**src/rtl/nn_weight_loader_if.sv**
```systemverilog
// Byte-stream receive handshake plus weight-burst delivery bundle between a frame source and xor_nn.
interface nn_weight_loader_if #(
    parameter int BITS_PER_WORD = 8
);
    logic                     rx_valid;
    logic [BITS_PER_WORD-1:0] rx_data;
    logic                     rx_ready;
    logic                     weights_en;
    logic [BITS_PER_WORD-1:0] weights_data;
    logic                     load_done;
    logic                     load_error;
    logic                     busy;

    modport master (
        output rx_valid, rx_data,
        input  rx_ready, weights_en, weights_data, load_done, load_error, busy
    );

    modport slave (
        input  rx_valid, rx_data,
        output rx_ready, weights_en, weights_data, load_done, load_error, busy
    );
endinterface

```
**src/rtl/nn_weight_loader.sv**
```systemverilog
// Buffers a sync/weights/checksum frame and replays the weights to xor_nn as one burst only if the sum checks.
// Burst starts 2 edges after the checksum byte; rx_ready is low in CHECK/REPLAY, downstream cannot stall.
module nn_weight_loader #(
    parameter int                       BITS_PER_WORD = 8,
    parameter int                       WEIGHT_COUNT  = 9,
    parameter logic [BITS_PER_WORD-1:0] SYNC_WORD     = 8'hA5
) (
    input  logic              clk,
    input  logic              reset,
    nn_weight_loader_if.slave bus
);
    localparam int             CW   = $clog2(WEIGHT_COUNT + 1);
    localparam logic [CW-1:0]  LAST = CW'(WEIGHT_COUNT);
    localparam logic [CW-1:0]  ONE  = CW'(1);

    localparam logic [1:0] S_IDLE   = 2'd0;
    localparam logic [1:0] S_RECV   = 2'd1;
    localparam logic [1:0] S_CHECK  = 2'd2;
    localparam logic [1:0] S_REPLAY = 2'd3;

    logic [1:0]               state;
    logic [CW-1:0]            cnt;
    logic [BITS_PER_WORD-1:0] sum;
    logic [BITS_PER_WORD-1:0] wbuf [WEIGHT_COUNT];

    logic                     rx_ready;
    logic                     weights_en;
    logic [BITS_PER_WORD-1:0] weights_data;
    logic                     load_done;
    logic                     load_error;
    logic                     busy;
    logic                     accept;

    assign accept           = bus.rx_valid && rx_ready;
    assign bus.rx_ready     = rx_ready;
    assign bus.weights_en   = weights_en;
    assign bus.weights_data = weights_data;
    assign bus.load_done    = load_done;
    assign bus.load_error   = load_error;
    assign bus.busy         = busy;

    always_ff @(posedge clk or posedge reset) begin
        if (reset) begin
            state        <= S_IDLE;
            cnt          <= '0;
            sum          <= '0;
            for (int i = 0; i < WEIGHT_COUNT; i++) begin
                wbuf[i] <= '0;
            end
            rx_ready     <= 1'b1;
            weights_en   <= 1'b0;
            weights_data <= '0;
            load_done    <= 1'b0;
            load_error   <= 1'b0;
            busy         <= 1'b0;
        end else begin
            load_done  <= 1'b0;
            load_error <= 1'b0;
            case (state)
                S_IDLE: begin
                    if (accept && bus.rx_data == SYNC_WORD) begin
                        state <= S_RECV;
                        cnt   <= '0;
                        sum   <= '0;
                        busy  <= 1'b1;
                    end
                end
                S_RECV: begin
                    if (accept) begin
                        sum <= sum + bus.rx_data;
                        // The byte after the last weight is the checksum: summed, never stored.
                        if (cnt == LAST) begin
                            state    <= S_CHECK;
                            rx_ready <= 1'b0;
                        end else begin
                            wbuf[cnt] <= bus.rx_data;
                            cnt       <= cnt + ONE;
                        end
                    end
                end
                S_CHECK: begin
                    if (sum == '0) begin
                        state        <= S_REPLAY;
                        weights_en   <= 1'b1;
                        weights_data <= wbuf[0];
                        cnt          <= ONE;
                    end else begin
                        state      <= S_IDLE;
                        load_error <= 1'b1;
                        rx_ready   <= 1'b1;
                        busy       <= 1'b0;
                    end
                end
                S_REPLAY: begin
                    // cnt indexes the next word to present; LAST means the final word is on the bus now.
                    if (cnt == LAST) begin
                        state        <= S_IDLE;
                        weights_en   <= 1'b0;
                        weights_data <= '0;
                        load_done    <= 1'b1;
                        rx_ready     <= 1'b1;
                        busy         <= 1'b0;
                    end else begin
                        weights_data <= wbuf[cnt];
                        cnt          <= cnt + ONE;
                    end
                end
                default: begin
                    state <= S_IDLE;
                end
            endcase
        end
    end
endmodule

```
**src/flat_wrapper.sv**
```systemverilog
// flat-port wrapper written by rule: the top's interface ports become plain ports
module nn_weight_loader_flat 
#(
    parameter int                       BITS_PER_WORD = 8,
    parameter int                       WEIGHT_COUNT  = 9,
    parameter logic [BITS_PER_WORD-1:0] SYNC_WORD     = 8'hA5
)
  (clk, reset, bus_rx_valid, bus_rx_data, bus_rx_ready, bus_weights_en, bus_weights_data, bus_load_done, bus_load_error, bus_busy);
  nn_weight_loader_if #(.BITS_PER_WORD(BITS_PER_WORD)) bus_i ();
  input  logic clk;
  input  logic reset;
  input wire logic [$bits(bus_i.rx_valid)-1:0] bus_rx_valid;
  input wire logic [$bits(bus_i.rx_data)-1:0] bus_rx_data;
  output wire logic [$bits(bus_i.rx_ready)-1:0] bus_rx_ready;
  output wire logic [$bits(bus_i.weights_en)-1:0] bus_weights_en;
  output wire logic [$bits(bus_i.weights_data)-1:0] bus_weights_data;
  output wire logic [$bits(bus_i.load_done)-1:0] bus_load_done;
  output wire logic [$bits(bus_i.load_error)-1:0] bus_load_error;
  output wire logic [$bits(bus_i.busy)-1:0] bus_busy;
  assign bus_i.rx_valid = bus_rx_valid;
  assign bus_i.rx_data = bus_rx_data;
  assign bus_rx_ready = bus_i.rx_ready;
  assign bus_weights_en = bus_i.weights_en;
  assign bus_weights_data = bus_i.weights_data;
  assign bus_load_done = bus_i.load_done;
  assign bus_load_error = bus_i.load_error;
  assign bus_busy = bus_i.busy;
  nn_weight_loader #(.BITS_PER_WORD(BITS_PER_WORD), .WEIGHT_COUNT(WEIGHT_COUNT), .SYNC_WORD(SYNC_WORD)) u_core (.clk(clk), .reset(reset), .bus(bus_i));
endmodule
```
**config.mk**
```make
export PLATFORM = sky130hd
export DESIGN_NAME = nn_weight_loader_flat
export DESIGN_NICKNAME = d
export VERILOG_FILES = /design/src/rtl/nn_weight_loader_if.sv /design/src/rtl/nn_weight_loader.sv /design/src/flat_wrapper.sv
export SDC_FILE = /design/constraint.sdc
export NUM_CORES = 1
export LEC_CHECK = 0
export CAP_MARGIN = 5
export CORE_MARGIN = 8
export CORE_UTILIZATION = 27
export CTS_BUF_LIST = sky130_fd_sc_hd__clkbuf_16
export DETAILED_ROUTE_END_ITERATION = 12
export DONT_BUFFER_PORTS = 1
export PLACE_DENSITY = 0.42
export SLEW_MARGIN = 10
export SYNTH_ARGS = -nofsm -noshare
export SYNTH_HDL_FRONTEND = slang
export SYNTH_SLANG_ARGS = --single-unit
```
**constraint.sdc**
```tcl
create_clock -name clk -period 8.43 [get_ports clk]
set_input_delay 2.529 -clock clk [delete_from_list [all_inputs] [get_ports clk]]
set_output_delay 2.529 -clock clk [all_outputs]
set_load 0.01 [all_outputs]
```
After elaboration in Yosys (flattened, before gate mapping). Cells that the tools add are included.

Output and inout port bits: 13. Flip-flop bits (word level): 99. Input port bits: 11. Word-level logic and storage cells: 89.

Bitwise operators: 2. Reductions and logical operators: 17. Mux-type cells: 37. Eq/ne operators: 11. Magnitude comparators: 2. Add/subtract/negate cells: 2.

Operators by type and width (number): $bwmux W72 (1); $mux W8 (7); $bmux W8 S4 (1); $demux W8 S4 (1); $pmux W8 S2 (2); $mux W4 (4); $pmux W4 S4 (1); $reduce_and A3 Y1 (4); $mux W1 (11); $mux W2 (5); $ne A2 B1 Y1 const B (5); $add A8 B8 Y8 (1); $eq A8 B8 Y1 const B (1); $logic_not A8 Y1 (1); $pmux W2 S4 (1); $reduce_and A4 Y1 (2); $pmux W1 S3 (2); $reduce_bool A3 Y1 (2); $ge A5 B5 Y1 const B (1); $lt A5 B1 Y1 const B (1); $not A4 Y5 (1); $reduce_and A5 Y1 (1); $add A4 B1 Y4 const B (1); $eq A2 B2 Y1 const B (2); other kinds (9) (12).

Logic depth before layout (Yosys ltp).
Depth after elaboration: 6. Depth in mapped cells: 10.

Least setup slack after synthesis. No wires, ideal clock.

Path kind: input to register. From: input bus_rx_data[2]. To: register u_core.sum[7]. Slack: 4425 ps. Stages: 6. Required time: 8306 ps. Data arrival time: 3881 ps. Buffers on the path: 0. Path through: ha_1 -> o211ai_1 -> o21ai_1 -> o31a_1 -> o211a_1 -> a211o_1.

Word-level cells in the longest chain between the ends: 4. Elaborated cells between the ends (all ways): 7.

RTL lines: from (decl) (RTL line flat_wrapper.sv:13) `input wire logic [$bits(bus_i.rx_data)-1:0] bus_rx_data;`; branches (longest 4 deep; another with $add A8 B8 Y8); to (signal assigned) (RTL line nn_weight_loader.sv:70) `sum <= sum + bus.rx_data;`; to (decl) (RTL line nn_weight_loader.sv:23) `logic [BITS_PER_WORD-1:0] sum;`.

Parallel ways; which one is timed is not known. The select of a mux whose other input is x is not followed. A chain may end at the register's enable or synchronous reset.

Worst setup path after layout.
From: input bus_rx_data[0]. To: register u_core.sum[6].

Same word-level chain as after synthesis.

==> results_dict.tcl <==
set metrics [dict create \
    die-area_mm2 0.0244 \
    ioPinCount 24 \
    start_kind "primary input" \
    antenna_cells 0 \
    synthTopCellsByArea "dfrtp_1 46%, mux2_2 13%, ha_1 3.8%, mux4_2 3.4%, mux2_1 3.0%" \
    grt_overflow 0 \
    clock_skew_ns 0.0105 \
    yosys_warnings 0 \
    critPathMaxFanout 11 \
    critical_path_class "in2reg" \
    clkSinkCount 99 \
    cts_tree "done" \
    tns_ns 0 \
    post-route-period-util_pct 44.8 \
    layout_common_cells "98 x dfrtp_1, 59 x mux2_2, 22 x a21oi_1, 16 x inv_1, 16 x ha_1" \
    routabilityCongestion 0.795 \
    min_path_cells 1 \
    grt_max_degree 52 \
    synth_area_mm2 0.00531 \
    preCtsSetupSlack_ns 4.28 \
    initial_core_util_pct 27.4 \
    layout_commonest_cell "dfrtp_1" \
    drive_gt1_share_pct 25.6 \
    syn_inst 419 \
    cts.path.max_buffers 2 \
    syn_avg_cell_area_um2 12.7 \
    die_w_um 156 \
    place_hpwl_um 9130 \
    ys_ff_latch 99 \
    use_met3_pct 3.63 \
    vias 3306 \
    fin_nets 433 \
    post_dp_cell_area_mm2 0.00542 \
    grt_pass1_wl_um 22300 \
    cts_hold_buf 0 \
    finish.utilization_pct 29.4 \
    drt_iter0_markers 219 \
    grt.total_usage_pct 12.3 \
    synth_flop_cell "dfrtp_1" \
    p_leak_nw 2.61 \
    fin_ws_ns 4.65 \
    slew_violations 0 \
    area_growth_syn_to_layout_pct 7.35 \
    fmax_mhz 265 \
    rows 51 \
    antenna_found_initial 0 \
    tightest_slew_ns 1.04 \
    core_area_mm2 0.0194 \
    detail_route.wl_per_cell_um 20.7 \
    numCtsBuffers 9 \
    die_h_um 156 \
    use_met2_pct 19.3 \
    cts-root-buf "clkbuf_16" \
    synth.top_cell.area_share_pct 46.2 \
    pwr_density_cell_mw_per_mm2 320 \
    arrival_ns 4.03 \
    end_kind "flip-flop" \
    portBuffers 0 \
    grt_util_met1_pct 15.7 \
    drc_errors 0 \
    status "finished, final reports clean" \
    rsz0062_at_grt "no" \
    ir_drop_uv 93.5 \
    post_cts_buffers 0 \
    min_path_type "reg2reg" \
    fin_crit_ns 3.78 \
    clkTransAtPathRegs_ns 0.07 \
    ys_seq_area_share_pct 46.7 \
    cts_resized 0 \
    hold_viol 0 \
    max_cap_viol_count 0 \
    dr.pass1.iters 4 \
    setup_viol 0 \
    vias_per_cell 4.90 \
    reg2regPathDepth 5 \
    drtAntennaViolNets 0 \
    async_reset_ff_share_pct 100 \
    totalWireLength_um 13900 \
    syn-num-nets 447 \
    synth_edf_count 0 \
    final_area_mm2 0.00570 \
    relSlewSlack_pct 30.7 \
    grt_pass1_vias 3656 \
    critPathRequiredTime_ns 8.68 \
    cts_max_level 3 \
    busiest_layer "met2" \
    clock_latency_ns 0.35 \
    ys_types 68 \
    synth_top_area_cell "dfrtp_1" \
]
-- per-layer routing --
| metal | up-vias | wire length [um] |
|---|---|---|
| met5 | - | 0 |
| met4 | 0 | 372 |
| met3 | 18 | 644 |
| met2 | 55 | 6450 |
| met1 | 1711 | 6470 |
| li1 | 1522 | - |
-- path summary, 6_finish.rpt --
kind / from / end / slack (ns)
setup / recovery: bus_rx_data[0] / u_core.sum[6] / 4.65
min in group asynchronous: reset / u_core.wbuf[67] / 2.13
max in group asynchronous: reset / u_core.state[1] / 5.15
setup reg to reg: u_core.cnt[1] / u_core.wbuf[2] / 5.77
hold reg to reg: u_core.wbuf[47] / u_core.wbuf[47] / 0.49
hold / removal: u_core.wbuf[47] / u_core.wbuf[47] / 0.49
-- cells by family after synthesis --
group                      synth area share [%]
AOI/OAI and AO/OA                          11.8
xor gates and xnor gates                  0.825
adders and majority gates                  4.15
buffers and inverters                      5.85
DFF                                        46.7
muxes                                      22.0
and+or+nand+nor                            8.70
-- registers in the layout, summed over array words and instances (netlist names) --
signal and flops:
u_core.bus.load_done 1, u_core.cnt 4, u_core.bus.busy 1, u_core.state 2
u_core.bus.weights_data 8, u_core.bus.rx_ready 1, u_core.sum 8, u_core.wbuf 72
u_core.bus.weights_en 1, u_core.bus.load_error 1
-- area by class of cell --
cell class	count	area (um2)
tap	265	332
timing repair buffer	3	22.5
clock inverter	7	51.3
fill	1993	13700
multi-input combinational	274	2520
inverter	18	70.1
clock buffer	9	225
sequential	99	2480
-- critical path, cell delays in order --
cell and delay (ns):
ha_1 0.22, fa_1 0.45, a211oi_1 0.25, o21bai_1 0.11, a21oi_1 0.18, xnor2_1 0.09, a22o_1 0.19
-- cells in the mapped netlist, types with 7 or more instances --
cell / number
o21ai_1: 8
inv_1: 17
nand4_1: 7
clkbuf_2: 7
nand2_1: 15
a22o_1: 8
mux2i_1: 14
nor2_1: 7
dfrtp_1: 98
a211o_1: 7
mux4_2: 8
mux2_2: 59
o21ai_0: 10
a21oi_1: 22
o221ai_1: 7
ha_1: 16
mux2_1: 14
a21o_1: 9
buf_2: 8
-- through the flow --
| stage | hold slack [ns] | total power [mW] | instances |
|---|---|---|---|
| 5_1_grt | 0.505 | 1.96 | 675 |
| 3_3_place_gp | 0.467 | 1.43 | 659 |
| 3_5_place_dp | 0.475 | 1.44 | 659 |
| 6_report | 0.485 | 1.82 | 675 |
| 4_1_cts | 0.491 | 1.85 | 675 |
| 2_1_floorplan | 0.453 | 1.32 | 419 |
-- power breakdown --
part           switching, mW  internal, mW
logic                  0.360         0.325
clock network          0.195         0.203
registers              0.115         0.626
total                  0.670          1.15
Note: power is estimated with default switching activity, not from simulation.
